### config.mk
export PLATFORM = sky130hd
export DESIGN_NAME = fft8_butterfly_scheduler
export DESIGN_NICKNAME = d
export VERILOG_FILES = /design/src/rtl/fft8_butterfly_scheduler.sv
export SDC_FILE = /design/constraint.sdc
export NUM_CORES = 1
export LEC_CHECK = 0
export BUFFER_PORTS_ARGS = -buffer_cell sky130_fd_sc_hd__buf_2
export CORE_MARGIN = 2
export CORE_UTILIZATION = 56
export CTS_BUF_LIST = sky130_fd_sc_hd__clkbuf_2 sky130_fd_sc_hd__clkbuf_4 sky130_fd_sc_hd__clkbuf_8
export DETAILED_ROUTE_END_ITERATION = 8
export HOLD_SLACK_MARGIN = 0.03
export PLACE_DENSITY = 0.8
export SETUP_SLACK_MARGIN = 0.5
export SLEW_MARGIN = 20
export SYNTH_ARGS = -nofsm -noshare
export SYNTH_HDL_FRONTEND = slang
export SYNTH_SLANG_ARGS = --single-unit
### constraint.sdc
create_clock -name CLK -period 3.5 [get_ports CLK]
set_input_delay 0.175 -clock CLK [delete_from_list [all_inputs] [get_ports CLK]]
set_output_delay 0.175 -clock CLK [all_outputs]
set_load 0.01 [all_outputs]
### src/rtl/fft8_butterfly_scheduler.sv
// Butterfly issue sequencer for an 8-point radix-2 DIT FFT: 3 stages x 4 butterflies, one per cycle.
// Latency: first issue 1 cycle after START; write-back trails issue by MAC_LATENCY; DONE 3*(4+L)+1 cycles after START.
// Backpressure: none by default; with FFT_SCHED_STALL_EN defined, STALL freezes issue while in-flight writes drain.
module fft8_butterfly_scheduler #(
    parameter int MAC_LATENCY = 2
) (
    input  logic       CLK,
    input  logic       RST,
    input  logic       START,
`ifdef FFT_SCHED_STALL_EN
    input  logic       STALL,
`endif
    output logic       BUSY,
    output logic       DONE,
    output logic [1:0] STAGE,
    output logic       RD_En,
    output logic [2:0] RD_Addr0,
    output logic [2:0] RD_Addr1,
    output logic [1:0] W8_Index,
    output logic       WR_En,
    output logic [2:0] WR_Addr0,
    output logic [2:0] WR_Addr1
);

    typedef enum logic [1:0] {
        IDLE  = 2'd0,
        ISSUE = 2'd1,
        DRAIN = 2'd2,
        FIN   = 2'd3
    } state_t;

    localparam logic [2:0] DRAIN_LAST = 3'(MAC_LATENCY - 1);

    state_t     state, state_nxt;
    logic [1:0] stage_q, stage_nxt;
    logic [1:0] bfly_q, bfly_nxt;
    logic [2:0] drain_q, drain_nxt;
    logic       hold;

    logic [2:0] span, k3, a_lo, a_base, addr_a, addr_b;
    logic [1:0] w_lo, w_idx;

    logic [6:0] wr_pipe [MAC_LATENCY];

`ifdef FFT_SCHED_STALL_EN
    assign hold = (state == ISSUE) && STALL;
`else
    assign hold = 1'b0;
`endif

    always_ff @(posedge CLK or negedge RST) begin
        if (!RST) begin
            state   <= IDLE;
            stage_q <= 2'd0;
            bfly_q  <= 2'd0;
            drain_q <= 3'd0;
        end else begin
            state   <= state_nxt;
            stage_q <= stage_nxt;
            bfly_q  <= bfly_nxt;
            drain_q <= drain_nxt;
        end
    end

    always_comb begin
        state_nxt = state;
        stage_nxt = stage_q;
        bfly_nxt  = bfly_q;
        drain_nxt = drain_q;
        case (state)
            IDLE: begin
                if (START) begin
                    state_nxt = ISSUE;
                    stage_nxt = 2'd0;
                    bfly_nxt  = 2'd0;
                end
            end
            ISSUE: begin
                if (!hold) begin
                    if (bfly_q == 2'd3) begin
                        state_nxt = DRAIN;
                        bfly_nxt  = 2'd0;
                        drain_nxt = 3'd0;
                    end else begin
                        bfly_nxt = bfly_q + 2'd1;
                    end
                end
            end
            DRAIN: begin
                // Next stage reads what this stage wrote, so wait for the MAC pipe to empty.
                if (drain_q == DRAIN_LAST) begin
                    drain_nxt = 3'd0;
                    if (stage_q == 2'd2) begin
                        state_nxt = FIN;
                    end else begin
                        state_nxt = ISSUE;
                        stage_nxt = stage_q + 2'd1;
                        bfly_nxt  = 2'd0;
                    end
                end else begin
                    drain_nxt = drain_q + 3'd1;
                end
            end
            FIN: begin
                state_nxt = IDLE;
                stage_nxt = 2'd0;
            end
            default: state_nxt = IDLE;
        endcase
    end

    // DIT addressing: span = 2^s, upper = (k>>s)*2*span + (k mod span), lower = upper + span.
    always_comb begin
        k3     = {1'b0, bfly_q};
        span   = 3'd1 << stage_q;
        a_lo   = k3 & (span - 3'd1);
        a_base = (k3 >> stage_q) << (stage_q + 2'd1);
        addr_a = a_base + a_lo;
        addr_b = addr_a + span;
        w_lo   = a_lo[1:0];
        w_idx  = w_lo << (2'd2 - stage_q);
    end

    always_comb begin
        BUSY     = (state == ISSUE) || (state == DRAIN);
        DONE     = (state == FIN);
        STAGE    = BUSY ? stage_q : 2'd0;
        RD_En    = (state == ISSUE) && !hold;
        RD_Addr0 = RD_En ? addr_a : 3'd0;
        RD_Addr1 = RD_En ? addr_b : 3'd0;
        W8_Index = RD_En ? w_idx : 2'd0;
    end

    always_ff @(posedge CLK or negedge RST) begin
        if (!RST) begin
            for (int i = 0; i < MAC_LATENCY; i++) wr_pipe[i] <= 7'd0;
        end else begin
            wr_pipe[0] <= {RD_En, RD_Addr0, RD_Addr1};
            for (int i = 1; i < MAC_LATENCY; i++) wr_pipe[i] <= wr_pipe[i-1];
        end
    end

    assign {WR_En, WR_Addr0, WR_Addr1} = wr_pipe[MAC_LATENCY-1];

endmodule

# == Word-level counts from Yosys, hierarchy flattened ==
# Cells that the tools add are included.
# W data, S select, Z words.
# totals
ramBits,0
reg_bits,23
latchBits,0
rom_bits,0
n_memories,0
# op_classes
n_lt_le_gt_ge,0
n_mux,20
n_eq_ne,10
addsub,7
reduce_logical,9
shift,4
n_bitwise,1
div_mod_pow,0
mul,0
# ops
operator,count
$mux W2,12
$mux W3,4
$pmux W2 S3,2
$eq A2 B2 Y1 const B,4
$pmux W2 S4,1
$reduce_and A4 Y1,2
$add A3 B3 Y3,2
$ne A2 B2 Y1 const B,3
$pmux W3 S2,1
$reduce_bool A3 Y1,2
$add A2 B1 Y2 const B,2
$add A3 B1 Y3 const B,1
$and A2 B3 Y3,1
$eq A3 B1 Y1 const B,1
$reduce_and A3 Y1,1
$shl A1 B2 Y3 const A,1
$shl A3 B2 Y3,1
$shr A2 B2 Y3,1
$sub A3 B1 Y3 const B,1
$eq A2 B1 Y1 const B,1
$logic_not A2 Y1,1
$ne A2 B1 Y1 const B,1
$reduce_and A2 Y1,1
$reduce_bool A2 Y1,1
3 further kinds,3

# == Longest topological paths before layout ==
# depth
ltp_word,6
depth_mapped,10
mapped_depth_nobuf,9

# == Least setup slack after synthesis ==
# Ideal clock, no wire load.
# synth_path
path_kind,flip-flop to output port
startpoint,register stage_q[0]
endpoint,output port RD_Addr1[2]
arrival_time_ps,3012
stages_incl_launch_ff,10
required_time_ps,3325
slack_ps,313
cell_sequence,dfrtp_1 -> clkbuf_1 -> inv_1 -> ha_1 -> nor4b_1 -> fa_1 -> fa_1 -> xnor2_1 -> xnor3_1 -> and2_1
# synth_between
elab_chain_len,6
word_cells_on_any_way,9
cone_classes,4 x add/sub; 3 x shift; 1 x mux; 1 x bitwise
# synth_rtl
item,line,rtl
from (decl),35,"logic [1:0] stage_q, stage_nxt;"
from (signal assigned),59,stage_q <= stage_nxt;
$shl A1 B2 Y3,115,span = 3'd1 << stage_q;
$sub A3 B1 Y3,116,a_lo = k3 & (span - 3'd1);
$and A2 B3 Y3,116,
$add A3 B3 Y3,118,addr_a = a_base + a_lo;
$add A3 B3 Y3 *,119,addr_b = addr_a + span;
$mux W3 *,130,RD_Addr1 = RD_En ? addr_b : 3'd0;
to (decl),18,"output logic [2:0] RD_Addr1,"
# Every way passes the cells marked *; elsewhere a longest branch is shown, timed or not.

# == Worst setup path in the final report ==
# layout_path
startpoint,register stage_q[1]
endpoint,output port RD_Addr1[2]
# Same word-level chain as after synthesis.

==> impl_metrics.env <==
export IMPL_status="completed"
export IMPL_rsz0062_at_grt="true"
export IMPL_drc=0
export IMPL_antenna_cells=0
export IMPL_drive_gt1_share_pct=38.2
export IMPL_crit_start="stage_q[1]"
export IMPL_timing_critical_path_mode_cell="buf_6"
export IMPL_rr_startpoint="stage_q[1]"
export IMPL_synthArstFlopShare_pct=100
export IMPL_clockRootBuffer="clkbuf_4"
export IMPL_setup_viol_count_final=0
export IMPL_crit_required_ns=3.32
export IMPL_power_leakage_nw=0.780
export IMPL_routed_wl_um=2430
export IMPL_syn_area_um2=1230
export IMPL_crit_fanout=2
export IMPL_clk_pin_slew_ns=0.12
export IMPL_crit_path_end_kind="output pin"
export IMPL_timing_rr_end="wr_pipe[9]"
export IMPL_synthCells=114
export IMPL_gp_congestion=0.823
export IMPL_track_usage_pct=21.2
export IMPL_vdd_drop_max_mv=0.461
export IMPL_timing_reg2reg_setup_slack_ns=0.69
export IMPL_ys_ff_latch=23
export IMPL_max_freq_mhz=313
export IMPL_ys_top_cells_by_area="dfrtp_1, ha_1, and2_1"
export IMPL_drv_slew=0
export IMPL_clkSinkCount=23
export IMPL_dieArea_um2=2580
export IMPL_cts_made_buffers=3
export IMPL_finalCritPeriodShare_pct=91.2
export IMPL_initial_core_util_pct=60.8
export IMPL_dp_hpwl_um=1550
export IMPL_yosys_warnings=0
export IMPL_pre_cts_ws_ns=0.193
export IMPL_drt_pass1_iter_count=4
export IMPL_cts_tree="built"
export IMPL_hold_class="input pin to flop"
export IMPL_skew_ns=0.00224
export IMPL_fp_row_count=16
export IMPL_tns_ns=0
export IMPL_hold_viol=0
export IMPL_seq_area_frac_synth_pct=46.8
export IMPL_min_from="START"
export IMPL_grt_pass1_vias=932
export IMPL_power_density_nw_per_um2=732
export IMPL_critPathSlowestCell="fa_1"
export IMPL_slowest_delay_ns=0.48
export IMPL_crit_path_start_kind="flop"
export IMPL_clock_latency_ns=0.31
export IMPL_htree_levels=1
export IMPL_ys_types=30
export IMPL_via_per_inst=5.29
export IMPL_cp_arrival_ns=3.02
export IMPL_die_y_um=50.8
export IMPL_antenna_found_initial=0
export IMPL_synth_avg_cell_area_um2=10.8
export IMPL_hold_path_endpoint="state[1]"
export IMPL_fin_ws_ns=0.309
export IMPL_synth_top_area_share_pct=46.8
export IMPL_ios=23
export IMPL_via_count=904
export IMPL_synth_edff_count=0
export IMPL_fin_nets=160
export IMPL_grt_pass1_wl_um=4080
export IMPL_area_growth_pct=24.8
export IMPL_crit_chain="inv_4, ha_4, buf_6, nor4b_4, fa_1, fa_2, xnor2_2, xnor3_1, and2_4, buf_6"
export IMPL_wire_per_inst_um=14.2
export IMPL_slew_headroom_pct=66.8
export IMPL_ant_nets=0
export IMPL_first_iter_violations=37
export IMPL_worstMarginPinSlew_ns=0.499
export IMPL_cts_buffer_depth=2
export IMPL_power_mw=1.12
export IMPL_core_area_um2=2020
export IMPL_crit_type="flop to output pin"
export IMPL_synth_largest_area_cell="dfrtp_1"
export IMPL_grt_max_degree=24
export IMPL_maxCapViolCount=0
export IMPL_die_x_um=50.8
export IMPL_syn_nets=129
export IMPL_period_needed_ns=3.19
export IMPL_min_path_cells=4
export IMPL_overflow=0
export IMPL_portBuffers=22
export IMPL_r2r_cells=10
export IMPL_synth_main_ff_cell="dfrtp_1"
worst max path at each step:
stage	to	slack (ns)	cells after the start
3_3_place_gp	RD_Addr1[2]	0.34	10
6_report	RD_Addr1[2]	0.31	10
5_1_grt	RD_Addr1[2]	0.18	10
3_5_place_dp	RD_Addr1[2]	0.19	10
2_1_floorplan	RD_Addr1[2]	0.50	10
4_1_cts	RD_Addr1[2]	0.33	10
report_power, final:
group	total (mW)	switching [mW]	internal [mW]
Combinational	0.611	0.320	0.291
Clock	0.121	0.0779	0.0427
Sequential	0.391	0.0462	0.345
synthesized netlist by cell type (all sizes together), types with 2 or more instances:
| cell type | number |
|---|---|
| clkbuf | 4 |
| nand2b | 2 |
| dfrtp | 23 |
| ha | 10 |
| a22o | 2 |
| nand2 | 10 |
| or2b | 2 |
| and2 | 9 |
| inv | 5 |
| a21oi | 2 |
| nor2b | 2 |
| o21ai | 9 |
| nand3 | 7 |
| fa | 2 |
| nor2 | 3 |
| nor3 | 3 |
| buf | 6 |
| xor2 | 3 |
through the flow:
| step | instance area (um2) | hold slack, ns | cells | utilization [%] |
|---|---|---|---|---|
| 2_1_floorplan | 1250 | -0.121 | 114 | - |
| 3_3_place_gp | 1330 | 0.164 | 153 | 65.8 |
| 3_5_place_dp | 1330 | 0.170 | 153 | 65.8 |
| 4_1_cts | 1480 | 0.335 | 169 | 73.4 |
| 5_1_grt | 1530 | 0.341 | 171 | 75.9 |
| 6_report | 1530 | 0.339 | 171 | 75.9 |
placed cells by master (no fill, tap or decap), drive strengths merged, types with 2 or more instances in the layout:
cell type	count
inv	5
xor2	3
fa	2
a21oi	2
buf	35
dfrtp	23
or2b	2
nand2b	2
nand3	7
nor2	3
nor3	3
clkbuf	3
ha	10
o21ai	9
and2	9
a22o	2
nor2b	2
nand2	10
layer usage:
| layer | track usage [%] | vias to the layer above | wire [um] |
|---|---|---|---|
| met5 | 0 | - | 0 |
| met3 | 4.39 | 4 | 108 |
| met1 | 27.2 | 438 | 1090 |
| met2 | 34.6 | 29 | 1210 |
| met4 | 9.91 | 0 | 21 |
| li1 | - | 433 | - |
cells by family (layout without fill, tap and decap cells):
kind of cell               Yosys count  in the layout  synth area share [%]
adders and majority gates           12             12                  13.4
and+or+nand+nor                     43             43                  20.5
AOI/OAI and AO/OA                   14             14                  6.42
xor gates and xnor gates             5              5                  4.68
muxes                                2              2                  1.73
DFF                                 23             23                  46.8
buffers and inverters               15             45                  6.42
registers in the layout, indices dropped and copies added, names as in the netlist:
name      cells
bfly_q        2
WR_En         1
wr_pipe       7
WR_Addr0      3
WR_Addr1      3
stage_q       2
drain_q       3
state         2
cell type report:
class	instances	area, um2
clock buffers	3	22.5
repair buffers	36	234
well taps	27	33.8
fillers	136	488
multi-input cells	76	637
clock inverters	1	5.00
flip-flops and latches	23	578
inverters	5	23.8
repair_timing:
action	4_1_cts	5_1_grt
gates cloned	0	0
endpoints found under the setup margin	3	2
gates resized for setup	10	8
pin swaps	7	7
setup buffers	11	2
hold buffers	1	0
endpoints found under the hold margin	23	0
critical path: cells and delay by family (launching register included):
family | cells | cell delay [ns]
xor+xnor | 2 | 0.39
flops | 1 | 0.46
simple gates | 2 | 0.46
fa+ha+maj | 3 | 1.09
buf+inv | 3 | 0.31
(Power assumes the default switching activity.)
